===== src/rtl/systemizer_host_pkg.sv =====
// Shared types and default sizing for the systemizer host controller.
package systemizer_host_pkg;

    localparam int DEF_DATA_W    = 8;
    localparam int DEF_ADDR_W    = 5;
    localparam int DEF_DEPTH     = 32;
    localparam int DEF_TIMEOUT_W = 16;

    typedef enum logic [2:0] {
        LOAD,
        START,
        WAIT,
        RD_REQ,
        RD_CAP,
        RD_OUT
    } state_e;

    typedef enum logic [1:0] {
        STAT_NONE    = 2'b00,
        STAT_OK      = 2'b01,
        STAT_FAIL    = 2'b10,
        STAT_TIMEOUT = 2'b11
    } status_e;

    // Any completion that is not flagged successful is reported as a failure.
    function automatic status_e done_status(input logic success);
        return success ? STAT_OK : STAT_FAIL;
    endfunction

endpackage


===== src/rtl/systemizer_host_if.sv =====
// Host stream, status and systemizer memory/control signals of the host block.
interface systemizer_host_if #(
    parameter int DATA_W = systemizer_host_pkg::DEF_DATA_W,
    parameter int ADDR_W = systemizer_host_pkg::DEF_ADDR_W
);
    logic [DATA_W-1:0] in_data;
    logic              in_valid;
    logic              in_ready;
    logic [DATA_W-1:0] out_data;
    logic              out_valid;
    logic              out_ready;
    logic [1:0]        status;
    logic              busy;
    logic              sys_wr_en;
    logic [ADDR_W-1:0] sys_wr_addr;
    logic [DATA_W-1:0] sys_data_in;
    logic              sys_rd_en;
    logic [ADDR_W-1:0] sys_rd_addr;
    logic [DATA_W-1:0] sys_data_out;
    logic              sys_start;
    logic              sys_done;
    logic              sys_fail;
    logic              sys_success;

    modport slave (
        input  in_data, in_valid, out_ready, sys_data_out, sys_done, sys_fail, sys_success,
        output in_ready, out_data, out_valid, status, busy,
               sys_wr_en, sys_wr_addr, sys_data_in, sys_rd_en, sys_rd_addr, sys_start
    );

    modport master (
        output in_data, in_valid, out_ready, sys_data_out, sys_done, sys_fail, sys_success,
        input  in_ready, out_data, out_valid, status, busy,
               sys_wr_en, sys_wr_addr, sys_data_in, sys_rd_en, sys_rd_addr, sys_start
    );

endinterface


===== src/rtl/systemizer_host_addr_ctr.sv =====
// Shared load/unload word address counter with clear, increment and last-word flag.
module host_addr_ctr import systemizer_host_pkg::*; #(
    parameter int ADDR_W = DEF_ADDR_W,
    parameter int LAST   = DEF_DEPTH - 1
) (
    input  logic              clk,
    input  logic              rst_n,
    input  logic              i_clr,
    input  logic              i_inc,
    output logic [ADDR_W-1:0] o_addr,
    output logic              o_last
);

    logic [ADDR_W-1:0] r_addr;

    // NOTE: state updates use <= so every flop samples pre-edge values regardless of statement order.
    always_ff @(posedge clk or negedge rst_n) begin
        if (!rst_n) begin
            r_addr <= '0;
        end else if (i_clr) begin
            r_addr <= '0;
        end else if (i_inc) begin
            r_addr <= r_addr + 1'b1;
        end
    end

    assign o_addr = r_addr;
    assign o_last = (r_addr == ADDR_W'(LAST));

endmodule


===== src/rtl/systemizer_host.sv =====
// Loads DEPTH words into the systemizer, starts it, waits for completion under a
// watchdog, then streams the DEPTH result words back to the host.
module systemizer_host import systemizer_host_pkg::*; #(
    parameter int DATA_W    = DEF_DATA_W,
    parameter int ADDR_W    = DEF_ADDR_W,
    parameter int DEPTH     = DEF_DEPTH,
    parameter int TIMEOUT_W = DEF_TIMEOUT_W
) (
    input  logic             clk,
    input  logic             rst_n,
    systemizer_host_if.slave bus
);

    // Compared before the increment, so expiry lands on the cycle the watchdog reaches all-ones.
    localparam logic [TIMEOUT_W-1:0] WD_EXPIRE = ~TIMEOUT_W'(1);

    state_e                r_state;
    state_e                w_state_next;
    status_e               r_status;
    status_e               w_status_next;
    logic [TIMEOUT_W-1:0]  r_wd;
    logic [DATA_W-1:0]     r_out_data;

    logic [ADDR_W-1:0]     w_addr;
    logic                  w_addr_last;
    logic                  w_addr_clr;
    logic                  w_addr_inc;
    logic                  w_in_ready;
    logic                  w_wr_en;
    logic                  w_start;
    logic                  w_rd_en;
    logic                  w_out_valid;
    logic                  w_capture;
    logic                  w_wd_clr;
    logic                  w_wd_inc;
    logic                  w_unused_fail;

    // A completion without sys_success already reads as a failure, so sys_fail adds nothing.
    assign w_unused_fail = bus.sys_fail;

    host_addr_ctr #(
        .ADDR_W (ADDR_W),
        .LAST   (DEPTH - 1)
    ) u_addr_ctr (
        .clk    (clk),
        .rst_n  (rst_n),
        .i_clr  (w_addr_clr),
        .i_inc  (w_addr_inc),
        .o_addr (w_addr),
        .o_last (w_addr_last)
    );

    always_ff @(posedge clk or negedge rst_n) begin
        if (!rst_n) begin
            r_state    <= LOAD;
            r_status   <= STAT_NONE;
            r_wd       <= '0;
            r_out_data <= '0;
        end else begin
            r_state  <= w_state_next;
            r_status <= w_status_next;
            if (w_wd_clr) begin
                r_wd <= '0;
            end else if (w_wd_inc) begin
                r_wd <= r_wd + 1'b1;
            end
            if (w_capture) begin
                r_out_data <= bus.sys_data_out;
            end
        end
    end

    // NOTE: every comb output gets a default first, so no path through the case leaves a latch.
    always_comb begin
        w_state_next  = r_state;
        w_status_next = r_status;
        w_addr_clr    = 1'b0;
        w_addr_inc    = 1'b0;
        w_in_ready    = 1'b0;
        w_wr_en       = 1'b0;
        w_start       = 1'b0;
        w_rd_en       = 1'b0;
        w_out_valid   = 1'b0;
        w_capture     = 1'b0;
        w_wd_clr      = 1'b0;
        w_wd_inc      = 1'b0;

        case (r_state)
            LOAD: begin
                // Gated by rst_n so in_ready rises only once reset is released.
                w_in_ready = rst_n;
                if (bus.in_valid && rst_n) begin
                    w_wr_en = 1'b1;
                    if (w_addr == '0) begin
                        w_status_next = STAT_NONE;
                    end
                    if (w_addr_last) begin
                        w_addr_clr   = 1'b1;
                        w_state_next = START;
                    end else begin
                        w_addr_inc = 1'b1;
                    end
                end
            end
            START: begin
                w_start      = 1'b1;
                w_wd_clr     = 1'b1;
                w_state_next = WAIT;
            end
            WAIT: begin
                w_wd_inc = 1'b1;
                if (bus.sys_done) begin
                    w_status_next = done_status(bus.sys_success);
                    w_state_next  = RD_REQ;
                end else if (r_wd == WD_EXPIRE) begin
                    w_status_next = STAT_TIMEOUT;
                    w_addr_clr    = 1'b1;
                    w_state_next  = LOAD;
                end
            end
            RD_REQ: begin
                w_rd_en      = 1'b1;
                w_state_next = RD_CAP;
            end
            RD_CAP: begin
                w_capture    = 1'b1;
                w_state_next = RD_OUT;
            end
            RD_OUT: begin
                w_out_valid = 1'b1;
                if (bus.out_ready) begin
                    if (w_addr_last) begin
                        w_addr_clr   = 1'b1;
                        w_state_next = LOAD;
                    end else begin
                        w_addr_inc   = 1'b1;
                        w_state_next = RD_REQ;
                    end
                end
            end
            default: begin
                w_state_next = LOAD;
            end
        endcase
    end

    assign bus.in_ready    = w_in_ready;
    assign bus.sys_wr_en   = w_wr_en;
    assign bus.sys_wr_addr = w_addr;
    assign bus.sys_data_in = w_wr_en ? bus.in_data : '0;
    assign bus.sys_rd_en   = w_rd_en;
    assign bus.sys_rd_addr = w_addr;
    assign bus.sys_start   = w_start;
    assign bus.out_valid   = w_out_valid;
    assign bus.out_data    = r_out_data;
    assign bus.status      = r_status;
    assign bus.busy        = !((r_state == LOAD) && (w_addr == '0));

endmodule


===== src/flat_wrapper.sv =====
// flat-port wrapper written by rule: the top's interface ports become plain ports
module systemizer_host_flat import systemizer_host_pkg::*;
#(
    parameter int DATA_W    = DEF_DATA_W,
    parameter int ADDR_W    = DEF_ADDR_W,
    parameter int DEPTH     = DEF_DEPTH,
    parameter int TIMEOUT_W = DEF_TIMEOUT_W
)
  (clk, rst_n, bus_in_data, bus_in_valid, bus_out_ready, bus_sys_data_out, bus_sys_done, bus_sys_fail, bus_sys_success, bus_in_ready, bus_out_data, bus_out_valid, bus_status, bus_busy, bus_sys_wr_en, bus_sys_wr_addr, bus_sys_data_in, bus_sys_rd_en, bus_sys_rd_addr, bus_sys_start);
  systemizer_host_if #(.DATA_W(DATA_W), .ADDR_W(ADDR_W)) bus_i ();
  input  logic clk;
  input  logic rst_n;
  input wire logic [$bits(bus_i.in_data)-1:0] bus_in_data;
  input wire logic [$bits(bus_i.in_valid)-1:0] bus_in_valid;
  input wire logic [$bits(bus_i.out_ready)-1:0] bus_out_ready;
  input wire logic [$bits(bus_i.sys_data_out)-1:0] bus_sys_data_out;
  input wire logic [$bits(bus_i.sys_done)-1:0] bus_sys_done;
  input wire logic [$bits(bus_i.sys_fail)-1:0] bus_sys_fail;
  input wire logic [$bits(bus_i.sys_success)-1:0] bus_sys_success;
  output wire logic [$bits(bus_i.in_ready)-1:0] bus_in_ready;
  output wire logic [$bits(bus_i.out_data)-1:0] bus_out_data;
  output wire logic [$bits(bus_i.out_valid)-1:0] bus_out_valid;
  output wire logic [$bits(bus_i.status)-1:0] bus_status;
  output wire logic [$bits(bus_i.busy)-1:0] bus_busy;
  output wire logic [$bits(bus_i.sys_wr_en)-1:0] bus_sys_wr_en;
  output wire logic [$bits(bus_i.sys_wr_addr)-1:0] bus_sys_wr_addr;
  output wire logic [$bits(bus_i.sys_data_in)-1:0] bus_sys_data_in;
  output wire logic [$bits(bus_i.sys_rd_en)-1:0] bus_sys_rd_en;
  output wire logic [$bits(bus_i.sys_rd_addr)-1:0] bus_sys_rd_addr;
  output wire logic [$bits(bus_i.sys_start)-1:0] bus_sys_start;
  assign bus_i.in_data = bus_in_data;
  assign bus_i.in_valid = bus_in_valid;
  assign bus_i.out_ready = bus_out_ready;
  assign bus_i.sys_data_out = bus_sys_data_out;
  assign bus_i.sys_done = bus_sys_done;
  assign bus_i.sys_fail = bus_sys_fail;
  assign bus_i.sys_success = bus_sys_success;
  assign bus_in_ready = bus_i.in_ready;
  assign bus_out_data = bus_i.out_data;
  assign bus_out_valid = bus_i.out_valid;
  assign bus_status = bus_i.status;
  assign bus_busy = bus_i.busy;
  assign bus_sys_wr_en = bus_i.sys_wr_en;
  assign bus_sys_wr_addr = bus_i.sys_wr_addr;
  assign bus_sys_data_in = bus_i.sys_data_in;
  assign bus_sys_rd_en = bus_i.sys_rd_en;
  assign bus_sys_rd_addr = bus_i.sys_rd_addr;
  assign bus_sys_start = bus_i.sys_start;
  systemizer_host #(.DATA_W(DATA_W), .ADDR_W(ADDR_W), .DEPTH(DEPTH), .TIMEOUT_W(TIMEOUT_W)) u_core (.clk(clk), .rst_n(rst_n), .bus(bus_i));
endmodule

===== config.mk =====
export PLATFORM = sky130hd
export DESIGN_NAME = systemizer_host_flat
export DESIGN_NICKNAME = d
export VERILOG_FILES = /design/src/rtl/systemizer_host_pkg.sv /design/src/rtl/systemizer_host_if.sv /design/src/rtl/systemizer_host_addr_ctr.sv /design/src/rtl/systemizer_host.sv /design/src/flat_wrapper.sv
export SDC_FILE = /design/constraint.sdc
export NUM_CORES = 1
export LEC_CHECK = 0
export ABC_AREA = 1
export CAP_MARGIN = 20
export CORE_UTILIZATION = 35
export DETAILED_ROUTE_END_ITERATION = 6
export PLACE_DENSITY = 0.65
export REMOVE_ABC_BUFFERS = 1
export SYNTH_ARGS = -nofsm -noshare
export SYNTH_HDL_FRONTEND = slang
export SYNTH_HIERARCHICAL = 1
export SYNTH_SLANG_ARGS = --single-unit

===== constraint.sdc =====
create_clock -name clk -period 1.9 [get_ports clk]
set_input_delay 0.38 -clock clk [delete_from_list [all_inputs] [get_ports clk]]
set_output_delay 0.38 -clock clk [all_outputs]
set_load 0.05 [all_outputs]

; ---- Word-level counts from Yosys, hierarchy flattened
; Cells that the tools add are included.
[classes]
add_sub_neg = 2
multipliers = 0
div_mod_pow = 0
order_cmp = 0
n_eq_ne = 12
shifts = 0
n_mux = 36
bitwise_logic = 0
n_reduce_logical = 10
[ops]
columns = operator, n
row1 = two-way mux 16 bit, 2
row2 = one-hot mux 3 bit (6 select lines), 1
row3 = "adder 16 x 1 -> 16 bit, second input constant", 1
row4 = "== test 16 bit, second input constant", 1
row5 = two-way mux 1 bit, 16
row6 = two-way mux 3 bit, 5
row7 = two-way mux 2 bit, 6
row8 = two-way mux 5 bit, 2
row9 = two-way mux 8 bit, 1
row10 = AND reduction 4 bit, 2
row11 = "== test 3 x 2 -> 1 bit, second input constant", 2
row12 = "== test 3 bit, second input constant", 2
row13 = "!= test 2 bit, second input constant", 3
row14 = nonzero test 2 bit, 3
row15 = "adder 5 x 1 -> 5 bit, second input constant", 1
row16 = "== test 5 bit, second input constant", 1
row17 = zero test 5 bit, 1
row18 = one-hot mux 2 bit (2 select lines), 1
row19 = "== test 3 x 1 -> 1 bit, second input constant", 1
row20 = zero test 3 bit, 1
row21 = "!= test 3 x 2 -> 1 bit, second input constant", 1
row22 = one-hot mux 1 bit (3 select lines), 1
row23 = logical AND 1 bit, 2
row24 = "!= test 2 x 1 -> 1 bit, second input constant", 1
row25 = other kinds (2), 2
[word_totals]
regBits = 34
latch_bits = 0
ram_bits = 0
romBits = 0
word_cells = 65
memories = 0

; ---- Depth between registers and ports, before layout
[logic_depth]
word_depth = 6
mapped_depth = 13
ltp_nobuf = 13

; ---- By module
; The synthesis kept the hierarchy.
[by_module_without_submodules]
columns = mod, instances, cells_each, area_each_um2, seq_area_each_um2
row1 = systemizer_host, 1, 240, 1715.4, 725.7
row2 = host_addr_ctr, 1, 31, 270.3, 125.1

; ---- Worst setup path before layout
; No wires, ideal clock.
[synth_path]
kind = register to output
start = reg u_core.r_state[0]
end = out bus_sys_data_in[0]
arrival_time_ns = 1.919
t_required_ns = 1.520
setup_slack_ns = -0.399
stages_incl_launch_ff = 8
path_buffers = 0
path_cell_list = dfrtp_1 > inv_1 > nand2_2 > nor2_2 > inv_1 > nor2_4 > inv_2 > nor2_1
[synth_between]
elab_chain_cells = 3
[synth_rtl]
columns = item, line
row1 = "start, declared", systemizer_host.sv:17  ; state_e r_state;
row2 = "start signal, assigned", systemizer_host.sv:60  ; r_state <= w_state_next;
row3 = zero test 3 bit, systemizer_host.sv:88  ; case (r_state)
row4 = two-way mux 1 bit, systemizer_host.sv:88
row5 = named net bus_sys_wr_en, flat_wrapper.sv:25  ; output wire logic [$bits(bus_i.sys_wr_en)-1:0] bus_sys_wr_en;
row6 = two-way mux 8 bit, systemizer_host.sv:150  ; assign bus.sys_data_in = w_wr_en ? bus.in_data : '0;
row7 = "end, declared", flat_wrapper.sv:27  ; output wire logic [$bits(bus_i.sys_data_in)-1:0] bus_sys_data_in;
; The timed path passes the listed nets, and every way through them passes these cells.

; ---- Worst setup path after layout
[layout_path]
start = reg u_core.r_state[1]
end = out bus_sys_data_in[6]
[layout_between]
elab_chain_cells = 3
[layout_rtl]
columns = item, line
row1 = zero test 3 bit, systemizer_host.sv:88
row2 = two-way mux 1 bit, systemizer_host.sv:88
row3 = two-way mux 8 bit, systemizer_host.sv:150
; Every way passes these cells.

==> impl_metrics.toml <==
[cells_and_area]
post-route-util = 0.550
areaGrowthSynthToFinish_pct = 51.6
seq_area_um2 = 851
fillers = 517
drive_gt1_frac = 0.266
n_antenna_cell = 0
final_nets = 374
multiInputGateArea_mm2 = 0.00103
final_area_mm2 = 0.00301

[setup_path]
end_kind = "output pin"
r2r_end = "u_core/u_addr_ctr/o_addr[3]$_DFFE_PN0P_"
critical-path-slowest-cell = "dfrtp_1"
cp.required_ps = 1520
path_buf_inv = 4
crit_chain = "inv_2, nand2_4, nor2_4, inv_2, nor2_4, inv_8, nor2_4, buf_12"
path_max_fanout = 8
path_class = "register to output pin"
crit_family = "simple AND/OR/NAND/NOR gates"
crit_top_cell = "nor2_4"
cp.arrival_ps = 1550
ff2ff_setup_slack_ps = 120
start_kind = "register"
worstRegToRegCells = 10
r2r-start = "u_core/r_state[1]$_DFFE_PN0P_"
max_stage_delay_ps = 400

[logic_synthesis]
ys_ff_latch = 34
netlist_area_mm2 = 0.00199
synthCells = 271
synthMuxAreaShare = 0
syn_avg_cell_area_um2 = 7.33
synthTopCellsByArea = "dfrtp_1 (43%), nand2_1 (16%), nor2_1 (6.8%)"
synthArstFlopShare = 1.00
synth_edf_count = 0
yosys.area_share.adder = 0.0252
ys_types = 24
yosysWarnings = 6
synth_top_family_by_area = "simple AND/OR/NAND/NOR gates"
ys_seq_area_frac = 0.428
synth_top_area_share = 0.428
ys.flop_type = "dfrtp_1"
synth_top_cell_by_area = "dfrtp_1"
synthXorXnorAreaFrac = 0
synth-simple-area-share = 0.382
synth_compound_area_frac = 0.0681

[global_routing]
grt_pass1_vias = 1776
grt_pass1_wl_mm = 8.49
grt.total_usage = 0.179
grt_overflow = 0
antenna_found_initial = 0
grt_max_degree = 35

[route]
drt-pass1-iter-count = 4
vias = 1885
ant_nets = 0
wl_per_cell_um = 11.6
first_iter_violations = 107
wl_mm = 4.83
drc = 0
viasPerCell = 4.51

[pwr]
seqPwrFrac = 0.257
power.share.switching = 0.494
clockPowerShare = 0.124
ir_worst_vdd_mv = 0.979
combPwrFrac = 0.619
p_sw_mw = 2.08
power_leakage_nw = 1.44
internal_power_mw = 2.13
p_per_area_mw_per_mm2 = 1400

[timing]
worst_pin_slew_ps = 502
finalCritPeriodShare = 1.02
slew-limit-headroom = 0.664
skew_ps = 4.87
fin_crit_ps = 1930
hold_viol = 0
drv_slew = 0
final-setup-viol-count = 6
fmax_ghz = 0.517
layout_setup_ws_ps = -34.2
rsz0062_at_grt = "yes"
tns_ps = -96.9

[place]
portBuffers = 55
dpl_cell_area_mm2 = 0.00276
post-dp-hpwl_mm = 3.47
preCtsSetupSlack_ps = -41.6
gp_congestion = 0.791

[clocking]
max-clock-path-buffers = 2
insertion_delay_ps = 280
cts_buffers = 5
htreeDepth = 2
ctsRootBufferMaster = "clkbuf_8"
path_clk_slew_ps = 70
cts_sinks = 34
cts_tree = "built"

[floorplanning]
dieArea_mm2 = 0.00598
rows = 27
die_h_um = 77.3
fp.coreArea_mm2 = 0.00547
initial_utilization = 0.363
die_w_um = 77.3
ios = 57

[status]
violations = "negative setup slack"
status = "finished with violations"

[min_path]
hold_path_class = "input pin to async pin"

[run]
cap_violations = 0
==> per-layer routing <==
| metal | share of wire | GRT usage | up-vias | wire length (µm) |
|---|---|---|---|---|
| li1 | - | - | 992 | - |
| met1 | 0.47 | 0.242 | 847 | 2270 |
| met2 | 0.47 | 0.275 | 40 | 2270 |
| met3 | 0.047 | 0.0405 | 6 | 226 |
| met4 | 0.014 | 0.0679 | 0 | 66 |
| met5 | 0 | 0 | - | 0 |
==> placed cells by master, fill, tap and decap left out, drive strengths merged, types with 4 or more instances in the layout <==
master	Yosys	final
dfrtp	34	34
clkbuf	0	6
nor3	4	4
o21ai	12	12
nand2	86	86
buf	6	46
nand4	8	8
ha	4	4
a21oi	12	12
nor2	45	45
clkdlybuf4s50	0	28
nand3	19	19
inv	39	39
==> metrics by stage <==
step,instances,hold WS (ps),power [mW]
floorplan,265,84.4,2.60
global placement,402,456,3.45
detailed placement,402,460,3.47
CTS,412,474,4.12
global route,418,333,4.46
finish,418,285,4.21
==> area by class of cell <==
type	count	area share
Clock buffer	6	0.0274
Multi-Input combinational cell	192	0.341
Tap cell	72	0.0299
Sequential cell	34	0.283
Timing Repair Buffer	75	0.267
Inverter	39	0.0520
==> state kept, by name, indices dropped and copies added (netlist names) <==
signal and cells:
u_core/r_wd 16, u_core/bus.status 2, u_core/r_state 3, u_core/u_addr_ctr/o_addr 5
u_core/bus.out_data 8
==> what timing repair did <==
action	in CTS	in global routing
setup buffers	4	6
cloned	0	0
hold buffers	0	0
setup endpoints to repair	11	10
resized for setup	23	8
pin swaps	1	6
==> cell usage after synthesis (4+ instances only) <==
cell / n
nand3_1: 14
nand3_2: 4
a21oi_1: 11
dfrtp_1: 34
nand2_2: 4
inv_1: 35
nor2_1: 36
nor2_4: 6
nor3_1: 4
nand4_1: 8
ha_1: 4
nand2_1: 82
o21ai_0: 8
buf_4: 5
==> cells by family (layout without fill, tap and decap cells) <==
family | count (synthesis) | in the layout
DFF | 34 | 34
and+or+nand+nor | 163 | 163
adders and majority gates | 4 | 4
buffers and inverters | 45 | 120
AOI/OAI and AO/OA | 25 | 25
==> worst register-to-register path, cell delays in order (launching register included) <==
cell and delay, ps:
dfrtp_1 400, inv_2 90, buf_4 130, nand3_1 140
or2_2 330, nand2_1 100, o21ai_1 100, nor2_2 160
nor2_4 60, a21oi_2 130, nor2_2 50
==> power groups by stage <==
stage / logic [mW] / clock network [mW] / registers (mW)
global route: 2.77 / 0.570 / 1.12
floorplan: 0.805 / 0 / 1.80
global placement: 2.36 / 0 / 1.09
CTS: 2.49 / 0.542 / 1.08
detailed placement: 2.38 / 0 / 1.10
finish: 2.60 / 0.523 / 1.08
==> worst max-delay path by stage <==
stage,cells past startpoint,slack [ps],start,end
floorplan,12,-410,u_core/u_addr_ctr/o_addr[0]$_DFFE_PN0P_,u_core/u_addr_ctr/o_addr[3]$_DFFE_PN0P_
global placement,6,-40,rst_n,bus_sys_data_in[5]
detailed placement,6,-40,rst_n,bus_sys_data_in[4]
CTS,6,20,rst_n,bus_sys_data_in[4]
global route,8,-80,u_core/r_state[1]$_DFFE_PN0P_,bus_sys_data_in[3]
finish,8,-30,u_core/r_state[1]$_DFFE_PN0P_,bus_sys_data_in[6]
Note: power is estimated with default switching activity, not from simulation.
